File: config.mk
export PLATFORM = sky130hd
export DESIGN_NAME = uart_peripheral_flat
export DESIGN_NICKNAME = d
export VERILOG_FILES = /design/src/rtl/uart_pkg.sv /design/src/rtl/uart_peripheral_if.sv /design/src/rtl/uart_peripheral_sync_fifo.sv /design/src/rtl/uart_peripheral.sv /design/src/flat_wrapper.sv
export SDC_FILE = /design/constraint.sdc
export NUM_CORES = 1
export LEC_CHECK = 0
export BUFFER_PORTS_ARGS = -buffer_cell sky130_fd_sc_hd__buf_4
export CORE_UTILIZATION = 30
export CTS_CLUSTER_DIAMETER = 150
export CTS_CLUSTER_SIZE = 20
export DETAILED_ROUTE_END_ITERATION = 10
export GPL_TIMING_DRIVEN = 0
export SKIP_CTS_REPAIR_TIMING = 1
export SLEW_MARGIN = 40
export SYNTH_ARGS = -nofsm -noshare
export SYNTH_HDL_FRONTEND = slang
export SYNTH_SLANG_ARGS = --single-unit
File: constraint.sdc
create_clock -name clk -period 3.8 [get_ports clk]
set_input_delay 0.19 -clock clk [delete_from_list [all_inputs] [get_ports clk]]
set_output_delay 0.19 -clock clk [all_outputs]
set_load 0.05 [all_outputs]
File: src/rtl/uart_pkg.sv
// Shared definitions for the UART peripheral: FSM state encoding used by
// both the TX and RX engines, and the word returned when RX has no data.
package uart_pkg;

  typedef enum logic [1:0] {
    ST_IDLE  = 2'd0,
    ST_START = 2'd1,
    ST_DATA  = 2'd2,
    ST_STOP  = 2'd3
  } uart_state_t;

  localparam logic [31:0] UART_EMPTY_WORD = 32'hFFFF_FFFF;

endpackage

File: src/rtl/uart_peripheral_if.sv
// Datapath-facing bus of the UART peripheral: TX byte writes, RX word
// reads, error clear and status flags.
interface uart_peripheral_if;

  logic        write_en;
  logic [7:0]  write_data;
  logic        read_en;
  logic [31:0] read_data;
  logic        err_clear;
  logic        tx_full;
  logic        rx_empty;
  logic        tx_busy;
  logic        rx_overrun;
  logic        rx_frame_err;

  // Datapath side.
  modport master (
    output write_en, write_data, read_en, err_clear,
    input  read_data, tx_full, rx_empty, tx_busy, rx_overrun, rx_frame_err
  );

  // Peripheral side.
  modport slave (
    input  write_en, write_data, read_en, err_clear,
    output read_data, tx_full, rx_empty, tx_busy, rx_overrun, rx_frame_err
  );

endinterface

File: src/rtl/uart_peripheral_sync_fifo.sv
// Single-clock FIFO with first-word-fall-through head. A push into a full
// FIFO is accepted when a pop happens on the same edge; a pop on empty is
// ignored. DEPTH must be a power of two so the pointers wrap naturally.
module sync_fifo #(
  parameter int WIDTH = 8,
  parameter int DEPTH = 8
) (
  input  logic             clk,
  input  logic             reset,
  input  logic             i_push,
  input  logic [WIDTH-1:0] i_data,
  input  logic             i_pop,
  output logic [WIDTH-1:0] o_head,
  output logic             o_full,
  output logic             o_empty
);

  localparam int PTR_W = $clog2(DEPTH);
  localparam int CNT_W = PTR_W + 1;
  localparam logic [CNT_W-1:0] CNT_FULL = CNT_W'(DEPTH);

  logic [WIDTH-1:0] r_mem [DEPTH];
  logic [PTR_W-1:0] r_wr_ptr;
  logic [PTR_W-1:0] r_rd_ptr;
  logic [CNT_W-1:0] r_count;
  logic             w_do_push;
  logic             w_do_pop;

  assign o_full    = (r_count == CNT_FULL);
  assign o_empty   = (r_count == '0);
  assign w_do_pop  = i_pop && !o_empty;
  assign w_do_push = i_push && (!o_full || w_do_pop);
  assign o_head    = r_mem[r_rd_ptr];

  // Pointer and occupancy bookkeeping.
  always_ff @(posedge clk) begin
    if (!reset) begin
      r_wr_ptr <= '0;
      r_rd_ptr <= '0;
      r_count  <= '0;
    end else begin
      if (w_do_push) r_wr_ptr <= r_wr_ptr + PTR_W'(1);
      if (w_do_pop)  r_rd_ptr <= r_rd_ptr + PTR_W'(1);
      if (w_do_push && !w_do_pop)      r_count <= r_count + CNT_W'(1);
      else if (w_do_pop && !w_do_push) r_count <= r_count - CNT_W'(1);
    end
  end

  // Storage write; contents need no reset since occupancy gates the head.
  always_ff @(posedge clk) begin
    if (w_do_push) r_mem[r_wr_ptr] <= i_data;
  end

endmodule

File: src/rtl/uart_peripheral.sv
// 8N1 UART transceiver behind the datapath UART hooks: TX bytes are queued
// in a FIFO and serialised back-to-back; RX frames are synchronised,
// mid-bit sampled and queued for the datapath to read as 32-bit words.
module uart_peripheral
  import uart_pkg::*;
#(
  parameter int CLKS_PER_BIT = 868,
  parameter int FIFO_DEPTH   = 8
) (
  input  logic             clk,
  input  logic             reset,
  input  logic             i_uart_rx,
  output logic             o_uart_tx,
  uart_peripheral_if.slave bus_if
);

  localparam int CNT_W = $clog2(CLKS_PER_BIT);
  localparam logic [CNT_W-1:0] CNT_LAST = CNT_W'(CLKS_PER_BIT - 1);
  localparam logic [CNT_W-1:0] CNT_HALF = CNT_W'(CLKS_PER_BIT / 2);

  // ---------------- FIFOs ----------------
  logic [7:0] w_tx_head;
  logic       w_tx_full;
  logic       w_tx_empty;
  logic       w_tx_pop;
  logic [7:0] w_rx_head;
  logic       w_rx_full;
  logic       w_rx_empty;
  logic       w_rx_push;
  logic [7:0] r_rx_shift;

  sync_fifo #(.WIDTH(8), .DEPTH(FIFO_DEPTH)) u_tx_fifo (
    .clk     (clk),
    .reset   (reset),
    .i_push  (bus_if.write_en),
    .i_data  (bus_if.write_data),
    .i_pop   (w_tx_pop),
    .o_head  (w_tx_head),
    .o_full  (w_tx_full),
    .o_empty (w_tx_empty)
  );

  sync_fifo #(.WIDTH(8), .DEPTH(FIFO_DEPTH)) u_rx_fifo (
    .clk     (clk),
    .reset   (reset),
    .i_push  (w_rx_push),
    .i_data  (r_rx_shift),
    .i_pop   (bus_if.read_en),
    .o_head  (w_rx_head),
    .o_full  (w_rx_full),
    .o_empty (w_rx_empty)
  );

  // ---------------- TX engine ----------------
  uart_state_t      r_tx_state, w_tx_state_nxt;
  logic [CNT_W-1:0] r_tx_cnt, w_tx_cnt_nxt;
  logic [2:0]       r_tx_idx, w_tx_idx_nxt;
  logic [7:0]       r_tx_shift, w_tx_shift_nxt;
  logic             r_tx_out, w_tx_out_nxt;

  // TX state register; the serial line itself is registered and idles high.
  always_ff @(posedge clk) begin
    if (!reset) begin
      r_tx_state <= ST_IDLE;
      r_tx_cnt   <= '0;
      r_tx_idx   <= '0;
      r_tx_shift <= '0;
      r_tx_out   <= 1'b1;
    end else begin
      r_tx_state <= w_tx_state_nxt;
      r_tx_cnt   <= w_tx_cnt_nxt;
      r_tx_idx   <= w_tx_idx_nxt;
      r_tx_shift <= w_tx_shift_nxt;
      r_tx_out   <= w_tx_out_nxt;
    end
  end

  // TX next state: bit timing, shifting, and popping the next byte.
  // STOP chains straight into START when more data is queued (no idle gap).
  always_comb begin
    w_tx_state_nxt = r_tx_state;
    w_tx_cnt_nxt   = r_tx_cnt;
    w_tx_idx_nxt   = r_tx_idx;
    w_tx_shift_nxt = r_tx_shift;
    w_tx_out_nxt   = r_tx_out;
    w_tx_pop       = 1'b0;
    case (r_tx_state)
      ST_IDLE: begin
        w_tx_out_nxt = 1'b1;
        if (!w_tx_empty) begin
          w_tx_pop       = 1'b1;
          w_tx_shift_nxt = w_tx_head;
          w_tx_out_nxt   = 1'b0;
          w_tx_cnt_nxt   = '0;
          w_tx_state_nxt = ST_START;
        end
      end
      ST_START: begin
        if (r_tx_cnt == CNT_LAST) begin
          w_tx_cnt_nxt   = '0;
          w_tx_idx_nxt   = '0;
          w_tx_out_nxt   = r_tx_shift[0];
          w_tx_shift_nxt = {1'b0, r_tx_shift[7:1]};
          w_tx_state_nxt = ST_DATA;
        end else begin
          w_tx_cnt_nxt = r_tx_cnt + CNT_W'(1);
        end
      end
      ST_DATA: begin
        if (r_tx_cnt == CNT_LAST) begin
          w_tx_cnt_nxt = '0;
          if (r_tx_idx == 3'd7) begin
            w_tx_out_nxt   = 1'b1;
            w_tx_state_nxt = ST_STOP;
          end else begin
            w_tx_out_nxt   = r_tx_shift[0];
            w_tx_shift_nxt = {1'b0, r_tx_shift[7:1]};
            w_tx_idx_nxt   = r_tx_idx + 3'd1;
          end
        end else begin
          w_tx_cnt_nxt = r_tx_cnt + CNT_W'(1);
        end
      end
      ST_STOP: begin
        if (r_tx_cnt == CNT_LAST) begin
          w_tx_cnt_nxt = '0;
          if (!w_tx_empty) begin
            w_tx_pop       = 1'b1;
            w_tx_shift_nxt = w_tx_head;
            w_tx_out_nxt   = 1'b0;
            w_tx_state_nxt = ST_START;
          end else begin
            w_tx_state_nxt = ST_IDLE;
          end
        end else begin
          w_tx_cnt_nxt = r_tx_cnt + CNT_W'(1);
        end
      end
      default: w_tx_state_nxt = ST_IDLE;
    endcase
  end

  // ---------------- RX engine ----------------
  logic             r_rx_meta;
  logic             r_rx_sync;
  uart_state_t      r_rx_state, w_rx_state_nxt;
  logic [CNT_W-1:0] r_rx_cnt, w_rx_cnt_nxt;
  logic [2:0]       r_rx_idx, w_rx_idx_nxt;
  logic [7:0]       w_rx_shift_nxt;
  logic             w_overrun_set;
  logic             w_frame_set;
  logic             r_rx_overrun;
  logic             r_rx_frame_err;

  // Two-flop synchroniser for the asynchronous serial input (idles high).
  always_ff @(posedge clk) begin
    if (!reset) begin
      r_rx_meta <= 1'b1;
      r_rx_sync <= 1'b1;
    end else begin
      r_rx_meta <= i_uart_rx;
      r_rx_sync <= r_rx_meta;
    end
  end

  // RX state register.
  always_ff @(posedge clk) begin
    if (!reset) begin
      r_rx_state <= ST_IDLE;
      r_rx_cnt   <= '0;
      r_rx_idx   <= '0;
      r_rx_shift <= '0;
    end else begin
      r_rx_state <= w_rx_state_nxt;
      r_rx_cnt   <= w_rx_cnt_nxt;
      r_rx_idx   <= w_rx_idx_nxt;
      r_rx_shift <= w_rx_shift_nxt;
    end
  end

  // RX next state: start validation at half-bit, then mid-bit sampling.
  // A full FIFO still takes the byte if the datapath pops on the same edge.
  always_comb begin
    w_rx_state_nxt = r_rx_state;
    w_rx_cnt_nxt   = r_rx_cnt;
    w_rx_idx_nxt   = r_rx_idx;
    w_rx_shift_nxt = r_rx_shift;
    w_rx_push      = 1'b0;
    w_overrun_set  = 1'b0;
    w_frame_set    = 1'b0;
    case (r_rx_state)
      ST_IDLE: begin
        if (!r_rx_sync) begin
          w_rx_cnt_nxt   = '0;
          w_rx_state_nxt = ST_START;
        end
      end
      ST_START: begin
        if (r_rx_cnt == CNT_HALF) begin
          if (r_rx_sync) begin
            w_rx_state_nxt = ST_IDLE;
          end else begin
            w_rx_cnt_nxt   = '0;
            w_rx_idx_nxt   = '0;
            w_rx_state_nxt = ST_DATA;
          end
        end else begin
          w_rx_cnt_nxt = r_rx_cnt + CNT_W'(1);
        end
      end
      ST_DATA: begin
        if (r_rx_cnt == CNT_LAST) begin
          w_rx_cnt_nxt   = '0;
          w_rx_shift_nxt = {r_rx_sync, r_rx_shift[7:1]};
          if (r_rx_idx == 3'd7) begin
            w_rx_state_nxt = ST_STOP;
          end else begin
            w_rx_idx_nxt = r_rx_idx + 3'd1;
          end
        end else begin
          w_rx_cnt_nxt = r_rx_cnt + CNT_W'(1);
        end
      end
      ST_STOP: begin
        if (r_rx_cnt == CNT_LAST) begin
          w_rx_cnt_nxt   = '0;
          w_rx_state_nxt = ST_IDLE;
          if (r_rx_sync) begin
            if (w_rx_full && !bus_if.read_en) w_overrun_set = 1'b1;
            else                              w_rx_push     = 1'b1;
          end else begin
            w_frame_set = 1'b1;
          end
        end else begin
          w_rx_cnt_nxt = r_rx_cnt + CNT_W'(1);
        end
      end
      default: w_rx_state_nxt = ST_IDLE;
    endcase
  end

  // Sticky error flags; a new error wins over a simultaneous clear.
  always_ff @(posedge clk) begin
    if (!reset) begin
      r_rx_overrun   <= 1'b0;
      r_rx_frame_err <= 1'b0;
    end else begin
      if (w_overrun_set)         r_rx_overrun <= 1'b1;
      else if (bus_if.err_clear) r_rx_overrun <= 1'b0;
      if (w_frame_set)           r_rx_frame_err <= 1'b1;
      else if (bus_if.err_clear) r_rx_frame_err <= 1'b0;
    end
  end

  // ---------------- Outputs ----------------
  assign o_uart_tx           = r_tx_out;
  assign bus_if.tx_full      = w_tx_full;
  assign bus_if.rx_empty     = w_rx_empty;
  assign bus_if.tx_busy      = (r_tx_state != ST_IDLE) || !w_tx_empty;
  assign bus_if.rx_overrun   = r_rx_overrun;
  assign bus_if.rx_frame_err = r_rx_frame_err;
  assign bus_if.read_data    = w_rx_empty ? UART_EMPTY_WORD : {24'h0, w_rx_head};

endmodule
File: src/flat_wrapper.sv
// flat-port wrapper written by rule: the top's interface ports become plain ports
module uart_peripheral_flat import uart_pkg::*;
#(
  parameter int CLKS_PER_BIT = 868,
  parameter int FIFO_DEPTH   = 8
)
  (clk, reset, i_uart_rx, o_uart_tx, bus_if_write_en, bus_if_write_data, bus_if_read_en, bus_if_err_clear, bus_if_read_data, bus_if_tx_full, bus_if_rx_empty, bus_if_tx_busy, bus_if_rx_overrun, bus_if_rx_frame_err);
  uart_peripheral_if bus_if_i ();
  input  logic clk;
  input  logic reset;
  input  logic i_uart_rx;
  output logic o_uart_tx;
  input wire logic [$bits(bus_if_i.write_en)-1:0] bus_if_write_en;
  input wire logic [$bits(bus_if_i.write_data)-1:0] bus_if_write_data;
  input wire logic [$bits(bus_if_i.read_en)-1:0] bus_if_read_en;
  input wire logic [$bits(bus_if_i.err_clear)-1:0] bus_if_err_clear;
  output wire logic [$bits(bus_if_i.read_data)-1:0] bus_if_read_data;
  output wire logic [$bits(bus_if_i.tx_full)-1:0] bus_if_tx_full;
  output wire logic [$bits(bus_if_i.rx_empty)-1:0] bus_if_rx_empty;
  output wire logic [$bits(bus_if_i.tx_busy)-1:0] bus_if_tx_busy;
  output wire logic [$bits(bus_if_i.rx_overrun)-1:0] bus_if_rx_overrun;
  output wire logic [$bits(bus_if_i.rx_frame_err)-1:0] bus_if_rx_frame_err;
  assign bus_if_i.write_en = bus_if_write_en;
  assign bus_if_i.write_data = bus_if_write_data;
  assign bus_if_i.read_en = bus_if_read_en;
  assign bus_if_i.err_clear = bus_if_err_clear;
  assign bus_if_read_data = bus_if_i.read_data;
  assign bus_if_tx_full = bus_if_i.tx_full;
  assign bus_if_rx_empty = bus_if_i.rx_empty;
  assign bus_if_tx_busy = bus_if_i.tx_busy;
  assign bus_if_rx_overrun = bus_if_i.rx_overrun;
  assign bus_if_rx_frame_err = bus_if_i.rx_frame_err;
  uart_peripheral #(.CLKS_PER_BIT(CLKS_PER_BIT), .FIFO_DEPTH(FIFO_DEPTH)) u_core (.clk(clk), .reset(reset), .i_uart_rx(i_uart_rx), .o_uart_tx(o_uart_tx), .bus_if(bus_if_i));
endmodule
==> results of run 1 <==
-- cell families (layout without fill, tap and decap cells) --
| group | count (synthesis) | after routing | synth area share [%] |
|---|---|---|---|
| adders and majority gates | 29 | 29 | 4.19 |
| DFF | 205 | 205 | 59.7 |
| and+or+nand+nor | 195 | 195 | 10.9 |
| buffers and inverters | 77 | 169 | 4.47 |
| xor gates and xnor gates | 19 | 19 | 1.84 |
| AOI/OAI and AO/OA | 106 | 106 | 7.91 |
| muxes | 59 | 59 | 11.0 |
-- flip-flops by register name (all words and copies together) (netlist names), named ones only --
register / flops
u_core.u_rx_fifo.r_mem: 64
u_core.r_tx_state: 2
u_core.r_rx_sync: 1
u_core.u_rx_fifo.r_count: 4
u_core.r_rx_meta: 1
u_core.r_rx_state: 1
u_core.r_tx_cnt: 10
u_core.r_rx_shift: 8
u_core.r_tx_shift: 8
u_core.o_uart_tx: 1
u_core.u_tx_fifo.r_mem: 64
u_core.u_rx_fifo.r_wr_ptr: 3
u_core.r_tx_idx: 3
u_core.r_rx_idx: 3
u_core.bus_if.rx_frame_err: 1
u_core.r_rx_cnt: 10
u_core.u_tx_fifo.r_rd_ptr: 3
u_core.bus_if.rx_overrun: 1
u_core.u_tx_fifo.r_count: 4
u_core.u_tx_fifo.r_wr_ptr: 3
u_core.u_rx_fifo.r_rd_ptr: 3
-- worst max-delay path: cells and delay by family, from the launching register on --
kind	cells	cell delay, ps
AOI/OAI and AO/OA	3	500
xor gates and xnor gates	1	90
adders and majority gates	3	790
buffers and inverters	2	360
DFF	1	400
and+or+nand+nor	4	1130
-- synthesized netlist by cell type (all sizes together) (2+ instances only) --
library cell	instances	area share, %
o211ai	2	0.17
nor3	14	0.83
a31o	2	0.19
a22o	8	0.78
edfxtp	128	43
or3	6	0.42
nand2	60	2.5
fa	2	0.44
nor2	44	1.8
xnor2	11	1.1
and2	3	0.21
nand2b	11	0.76
a31oi	7	0.49
o21ai	23	1.3
nor3b	5	0.47
xor2	8	0.78
clkbuf	18	0.75
nor4	3	0.37
a211oi	5	0.61
and3	5	0.35
dfxtp	77	17
a41oi	4	0.47
ha	27	3.7
mux4	32	8.0
nand4	6	0.42
nand3	26	1.4
inv	20	0.83
nand3b	4	0.33
mux2i	27	3.0
and4bb	2	0.32
a21oi	37	2.1
a21o	4	0.33
buf	39	2.9
a21boi	2	0.29
-- worst max path at each step --
stage	from	end	slack, ps	cells past startpoint
2_1_floorplan	u_core.u_tx_fifo.r_count[0]	u_core.u_tx_fifo.r_count[3]	310	11
3_3_place_gp	u_core.r_tx_cnt[0]	u_core.u_tx_fifo.r_mem[1][5]	300	7
3_5_place_dp	u_core.r_tx_cnt[0]	u_core.u_tx_fifo.r_count[3]	570	13
4_1_cts	u_core.r_rx_cnt[1]	u_core.u_rx_fifo.r_count[3]	550	13
5_1_grt	u_core.r_rx_cnt[1]	u_core.u_rx_fifo.r_count[3]	170	13
6_report	u_core.r_rx_cnt[1]	u_core.u_rx_fifo.r_count[3]	460	13
-- report_power, final --
group	switching [W]	internal [W]
Combinational	0.000707	0.000489
Clock	0.000750	0.000747
Sequential	0.0000934	0.00247
Total	0.00155	0.00371
-- final cells by class --
cell class	instances	area, µm²	area share, %
buffer	57	328	3.11
clock inverter	1	16.3	0.154
inverter	20	75.1	0.712
multi-input combinational	408	3320	31.5
sequential	205	5390	51.1
clock buffer	23	405	3.84
timing repair buffer	68	528	5.01
tap	390	488	4.63
-- stage by stage --
stage	hold slack, ps	instances	power, W	cell area [µm²]	setup WS (ps)
after floorplan	289	690	0.00350	9020	307
after global placement	401	1131	0.00378	9890	300
after detailed placement	402	1139	0.00382	10000	569
after CTS	-87.8	1163	0.00531	10400	549
after global routing	43.6	1172	0.00552	10500	166
final	13.1	1172	0.00526	10500	457
-- per-layer routing --
metal  wire [µm]  up-vias  GRT usage (%)
li1            -     2714              -
met1        8170     2726           15.1
met2        8950       96           20.4
met3         624       24           2.01
met4         279        0           2.43
met5           0        -              0
==> results.yml, run 1 <==
outcome:
  run_status: "finished, final reports clean"
placement:
  dp_hpwl_um: 12400
  gp_congestion: 0.772
  numPortBuffers: 51
critical_path:
  critPathMostFrequentCell: "ha_1"
  slowest_stage: "nand4_1"
  r2r-end: "u_core.u_rx_fifo.r_count[3]"
  critPathCaptureType: "register"
  required_ps: 4200
  rrSetupSlack_ps: 460
  cpPeakStageDelay_ps: 410
  r2r_cells: 13
  cp-start-kind: "register"
  path_class: "reg -> reg"
  path_cells: "ha_1, nand4b_1, nor3b_2, nand4_1, inv_2, ha_1, inv_1, ha_1, a21o_1, a21oi_1, xnor2_1, or3_1, a21oi_1"
  worst-path-max-fanout: 6
  r2r_start: "u_core.r_rx_cnt[1]"
  cp.arrival_ps: 3750
routing:
  drtAntennaViolNets: 0
  wirelength_um: 18000
  vias_per_cell: 4.74
  wl_per_cell_um: 15.4
  vias: 5560
  drt-initial-drc-count: 327
  drc: 0
  drt_first_pass_iters: 5
worst_hold_path:
  hold_class: "in -> reg"
  whs_endpoint: "u_core.bus_if.rx_frame_err"
  whs_path_depth: 3
  hp-start: "bus_if_err_clear"
cells_and_area:
  fillCellCount: 2935
  post-route-util_pct: 35.6
  fin_nets: 817
  final_common_cell: "edfxtp_1"
  final_layout_size_suffix_gt1_share_pct: 22.0
  final_cell_mix: "edfxtp_1 (128), buf_4 (83), dfxtp_1 (77)"
  diodes: 0
  areaGrowthSynthToFinish_pct: 16.9
sta:
  tightest_slew_ps: 795
  fin_crit_sh_pct: 88.0
  slew_headroom_pct: 46.7
  fin_setup_tns_ps: 0
  layout_min_cycle_time_ps: 3340
  fin_skew_ps: 25.7
  final_hold_viol_count: 0
  fmax_ghz: 0.299
  slew_viol_final: 0
  rsz0062_at_grt: "no"
  setup_viol: 0
synthesis:
  synth_ff_type: "edfxtp_1"
  syn_avg_cell_area_um2: 13.1
  syn-num-nets: 733
  ys_async_sr_fraction_pct: 0
  synthCells: 690
  ys_types: 66
  ys_seq_area_share_pct: 59.7
  synth_edf_count: 128
  synth_warnings: 0
  syn_area_um2: 9020
  synth_seq_cells: 205
floorplan:
  rows: 63
  io_pins: 52
  coreArea_um2: 29600
  die_area_um2: 30800
  die_y_um: 175
  initial_utilization_pct: 30.4
  die_x_um: 175
power_and_ir_drop:
  power_density_nw_per_um2: 499
  peakVddDrop_v: 0.000502
  p_leak_nw: 3.54
clock_tree:
  clock_latency_ps: 470
  cts-root-buf: "clkbuf_16"
  cts.clk_slew.worst_paths_ps: 90
  clkSinkCount: 205
  cts.path.max_buffers: 3
  cts_tree: "built"
  htree_levels: 1
  cts_made_buffers: 14
global_routing:
  grt_max_degree: 26
  grt.overflow.total: 0
  grtUsageTotal_pct: 11.7
  grt_first_pass_wirelength_um: 28500
  grt_pass1_vias: 5263
  antenna_found_initial: 0
flow_run:
  cap_violations: 0
(Power assumes the default switching activity.)
==> run 2: changes to the inputs <==
CORE_ASPECT_RATIO = 0.6   (was not set)
CTS_CLUSTER_DIAMETER = 50   (was 150)
==> run 2 against run 1 <==
Against the previous run: non-clock buffer count grew 2; clock power up 11%; critical path depth unchanged; via count grew 0.36%; combinational power about the same; core utilization is 0.95 points higher; setup slack lost 130 ps; flip-flop and latch count did not move; register-to-register slack lost 130 ps; fmax down 3.8%; cell area increased by 0.90%; final cell count grew 1.5%.
==> results.yml, run 2 (synthesis results as in run 1) <==
power_and_ir_drop:
  p_leak_nw: 3.59
  power_density_nw_per_um2: 511
  peakVddDrop_v: 0.000284
sta:
  fin_skew_ps: 33.9
  fin_hold_ws_ps: 8.63
  slew_viol_final: 0
  fmax_ghz: 0.288
  rsz0062_at_grt: "no"
  fin_crit_sh_pct: 91.5
  fin_setup_tns_ps: 0
  final_hold_viol_count: 0
  setup_viol: 0
  tightest_slew_ps: 858
  slew_headroom_pct: 42.8
  layout_min_cycle_time_ps: 3480
routing:
  wirelength_um: 18900
  wl_per_cell_um: 15.9
  drtAntennaViolNets: 0
  vias_per_cell: 4.69
  drc: 0
  vias: 5580
  drt-initial-drc-count: 347
  drt_first_pass_iters: 5
critical_path:
  slowest_stage: "nand4_1"
  startpoint: "u_core.r_rx_cnt[0]"
  cp-start-kind: "register"
  cp.arrival_ps: 3900
  path_class: "reg -> reg"
  required_ps: 4220
  critPathCaptureType: "register"
  r2r_start: "u_core.r_rx_cnt[0]"
  worst-path-max-fanout: 6
  critPathMostFrequentCell: "ha_1"
  cpPeakStageDelay_ps: 470
  path_cells: "ha_1, nand4b_1, nor3b_2, nand4_1, inv_2, ha_1, inv_1, ha_1, a21o_1, a21oi_1, xnor2_1, or3_1, a21oi_1"
clock_tree:
  htree_levels: 1
  clkSinkCount: 205
  cts.path.max_buffers: 3
  clock_latency_ps: 500
  cts_tree: "built"
  cts_made_buffers: 17
  cts.clk_slew.worst_paths_ps: 80
  cts-root-buf: "clkbuf_16"
placement:
  dp_hpwl_um: 13400
  gp_congestion: 0.793
  numPortBuffers: 51
cells_and_area:
  final_common_cell: "edfxtp_1"
  areaGrowthSynthToFinish_pct: 18.0
  fin_nets: 822
  diodes: 0
  fillCellCount: 2780
  reg.largest.list: "u_core.u_rx_fifo.r_mem x64, u_core.u_tx_fifo.r_mem x64"
  final_cell_mix: "edfxtp_1 (128), buf_4 (82), dfxtp_1 (77)"
  final_layout_size_suffix_gt1_share_pct: 22.9
floorplan:
  initial_utilization_pct: 31.0
  coreArea_um2: 29100
  die_x_um: 226
  die_y_um: 136
  io_pins: 52
  die_area_um2: 30800
  rows: 48
global_routing:
  grt_max_degree: 26
  grt_first_pass_wirelength_um: 30100
  grt_pass1_vias: 5252
  antenna_found_initial: 0
  grtUsageTotal_pct: 12.6
  grt.overflow.total: 0
worst_hold_path:
  hp-start: "bus_if_read_en"
  hold_class: "in -> reg"
flow_run:
  cap_violations: 0
outcome:
  run_status: "finished, final reports clean"
-- run 2: worst paths after layout --
check,to,slack (ps),depth (start not counted)
setup / recovery,u_core.u_rx_fifo.r_count[3],320,13
hold / removal,register,9,3
setup reg to reg,u_core.u_rx_fifo.r_count[3],320,13
hold reg to reg,u_core.r_rx_sync,420,1
-- run 2: layer usage --
metal	vias up	track usage [%]	share of wire, %
li1	2718	-	-
met1	2718	20.1	54
met2	118	17.0	40
met3	26	2.36	4.7
met4	0	2.83	1.7
met5	-	0	0
-- run 2: where the power goes --
part | total (W) | switching, W | leakage [nW] | internal [W]
registers | 0.00256 | 0.0000925 | 1.80 | 0.00247
logic | 0.00121 | 0.000717 | 1.55 | 0.000492
clock network | 0.00167 | 0.000816 | 0.246 | 0.000852
-- run 2: worst max-delay path, delay by kind of cell, from the launching register on --
kind / cells / cell delay (ps)
xor gates and xnor gates: 1 / 100
buffers and inverters: 2 / 390
and+or+nand+nor: 4 / 1200
adders and majority gates: 3 / 810
AOI/OAI and AO/OA: 3 / 510
DFF: 1 / 410
-- run 2: area by class of cell --
type / instances / area (µm²) / share of cell area [%]
inverters: 20 / 75.1 / 0.706
clock buffers: 23 / 448 / 4.21
clock inverters: 7 / 55.1 / 0.517
multi-input cells: 408 / 3310 / 31.1
well taps: 400 / 500 / 4.70
flip-flops and latches: 205 / 5390 / 50.6
plain buffers: 57 / 328 / 3.08
repair buffers: 70 / 536 / 5.03
-- run 2: stage by stage --
stage	total power, W	area, µm²	utilization (%)	setup WS (ps)	cells
floorplan	0.00350	9020	-	307	690
global placement	0.00379	9900	34.0	219	1141
detailed placement	0.00382	10000	34.5	443	1151
CTS	0.00549	10500	36.2	426	1181
global route	0.00575	10600	36.5	51.4	1190
finish	0.00544	10600	36.5	324	1190
==> run 3: changes to the inputs <==
GPL_TIMING_DRIVEN = not set   (was 0)
PLACE_DENSITY = 0.56   (was not set)
==> run 3 against run 2 <==
Against the previous run: clock-buffer cell count unchanged; fmax increased by 13%; critical endpoint is now u_core.u_tx_fifo.r_count[3]; wire length decreased by 3.4%; clock power increased by 28%; cell area decreased by 0.18%; highest routed layer unchanged; first-iteration DRC count increased by 17%; register-to-register slack improved by 410 ps; die area unchanged; combinational power about the same; final cell count decreased by 2.6%; total power increased by 8.5%.
==> results.yml, run 3 (synthesis results as in run 1) <==
sta:
  slew_headroom_pct: 44.5
  final_hold_viol_count: 0
  layout_min_cycle_time_ps: 3070
  fin_setup_tns_ps: 0
  setup_viol: 0
  tightest_slew_ps: 831
  fin_skew_ps: 15.9
  rsz0062_at_grt: "no"
  fin_ws_ps: 734
  slew_viol_final: 0
  fin_crit_sh_pct: 80.7
  fmax_ghz: 0.326
cells_and_area:
  seqCellArea_um2: 5390
  areaGrowthSynthToFinish_pct: 17.8
  final_common_cell: "edfxtp_1"
  fin_nets: 789
  fillCellCount: 2778
  reg.largest.list: "u_core.u_rx_fifo.r_mem x64, u_core.u_tx_fifo.r_mem x64"
  diodes: 0
  final_layout_size_suffix_gt1_share_pct: 21.5
  fin_area_um2: 10600
  post-route-util_pct: 36.5
  multi_input_area_um2: 3240
  final_cell_mix: "edfxtp_1 (128), buf_4 (80), dfxtp_1 (76)"
power_and_ir_drop:
  p_total_w: 0.00591
  power_frac_comb_pct: 19.9
  clockPowerShare_pct: 36.0
  seqPwrFrac_pct: 44.1
  p_switching_w: 0.00182
  p_int_w: 0.00408
  switching_share_pct: 30.9
  peakVddDrop_v: 0.000215
  p_leak_nw: 3.61
  power_density_nw_per_um2: 556
critical_path:
  cp.arrival_ps: 3500
  path_class: "reg -> reg"
  required_ps: 4230
  crit_family: "compound AO/OA/AOI/OAI gates"
  r2r_cells: 12
  slowest_stage: "dfxtp_1"
  rrSetupSlack_ps: 730
  worst-path-max-fanout: 8
  critPathCaptureType: "register"
  cp-start-kind: "register"
  path_cells: "ha_1, and4b_1, a41oi_2, a21boi_4, ha_1, inv_1, ha_1, a21o_1, a21oi_1, xnor2_1, or3_1, a21oi_1"
  cpPeakStageDelay_ps: 390
  r2r_start: "u_core.r_tx_cnt[0]"
  critPathMostFrequentCell: "ha_1"
  cp_num_buf_inv: 1
  r2r-end: "u_core.u_tx_fifo.r_count[3]"
placement:
  dpl_worst_slack_ps: 741
  dp_hpwl_um: 12600
  place_area_um2: 9800
  numPortBuffers: 51
  gp_congestion: 0.761
routing:
  drc: 0
  drt_first_pass_iters: 5
  drt-initial-drc-count: 406
  wl_met3_um: 856
  wl_per_cell_um: 15.8
  met2_length_um: 6890
  vias_per_cell: 4.67
  drtAntennaViolNets: 0
  vias: 5413
  top_signal_layer_used: "met4"
  wl_met1_um: 10200
  wirelength_um: 18300
floorplan:
  die_area_um2: 30800
  rows: 48
  die_y_um: 136
  coreArea_um2: 29100
  initial_utilization_pct: 31.0
  io_pins: 52
  die_x_um: 226
clock_tree:
  cts.clk_slew.worst_paths_ps: 70
  htree_levels: 1
  cts.path.max_buffers: 3
  cts_tree: "built"
  cts-root-buf: "clkbuf_16"
  clock_latency_ps: 510
  cts_made_buffers: 21
  clkSinkCount: 205
global_routing:
  grt_max_degree: 26
  grt_first_pass_wirelength_um: 28600
  antenna_found_initial: 2
  grtUsageTotal_pct: 12.1
  grt_pass1_vias: 5046
  grt.overflow.total: 0
worst_hold_path:
  hold_class: "in -> reg"
  hp-start: "bus_if_read_en"
  whs_path_depth: 3
flow_run:
  cap_violations: 0
outcome:
  run_status: "finished, final reports clean"
==> run 3: worst reg2reg max path: cells and delay by family (launching register included) <==
kind | cells | cell delay [ps]
AO/OA/AOI/OAI | 5 | 1030
adder cells (fa/ha/maj) | 3 | 740
AND/OR/NAND/NOR | 2 | 670
flip-flops | 1 | 390
buffers and inverters | 1 | 90
XOR/XNOR | 1 | 90
==> run 3: layout make-up <==
type,instances,area share [%]
multi-input cells,408,30.5
clock buffers,23,5.02
inverters,20,0.707
repair buffers,90,6.60
clock inverters,13,1.77
well taps,400,4.71
flip-flops and latches,205,50.7
==> run 3: per-stage QoR <==
stage,hold WS [ps],std cells
3_3_place_gp,398,1113
5_1_grt,5.24,1159
2_1_floorplan,289,690
6_report,3.42,1159
4_1_cts,-154,1149
3_5_place_dp,384,1113
==> run 3: routing by layer <==
metal	global-route usage (%)	up-vias
li1	-	2672
met1	20.0	2634
met2	15.4	82
met3	2.85	25
met4	2.49	0
met5	0	-
==> run 3: worst max path at each step <==
| stage | start | endpoint | slack, ps | cells past startpoint |
|---|---|---|---|---|
| floorplan | u_core.u_tx_fifo.r_count[0] | u_core.u_tx_fifo.r_count[3] | 310 | 11 |
| global placement | u_core.r_rx_cnt[1] | u_core.u_rx_fifo.r_count[3] | 790 | 13 |
| detailed placement | u_core.r_tx_cnt[0] | u_core.u_tx_fifo.r_count[3] | 740 | 12 |
| CTS | u_core.r_tx_cnt[0] | u_core.u_tx_fifo.r_count[3] | 720 | 12 |
| global route | u_core.r_rx_cnt[1] | u_core.u_rx_fifo.r_count[3] | 410 | 13 |
| finish | u_core.r_tx_cnt[0] | u_core.u_tx_fifo.r_count[3] | 730 | 12 |
==> run 3: power groups by stage <==
stage / clock, W / combinational [W] / sequential (W)
after floorplan: 0 / 0.000896 / 0.00261
after global placement: 0 / 0.00117 / 0.00265
after detailed placement: 0 / 0.00117 / 0.00266
after CTS: 0.00218 / 0.00118 / 0.00261
after global routing: 0.00228 / 0.00131 / 0.00263
final: 0.00213 / 0.00118 / 0.00260
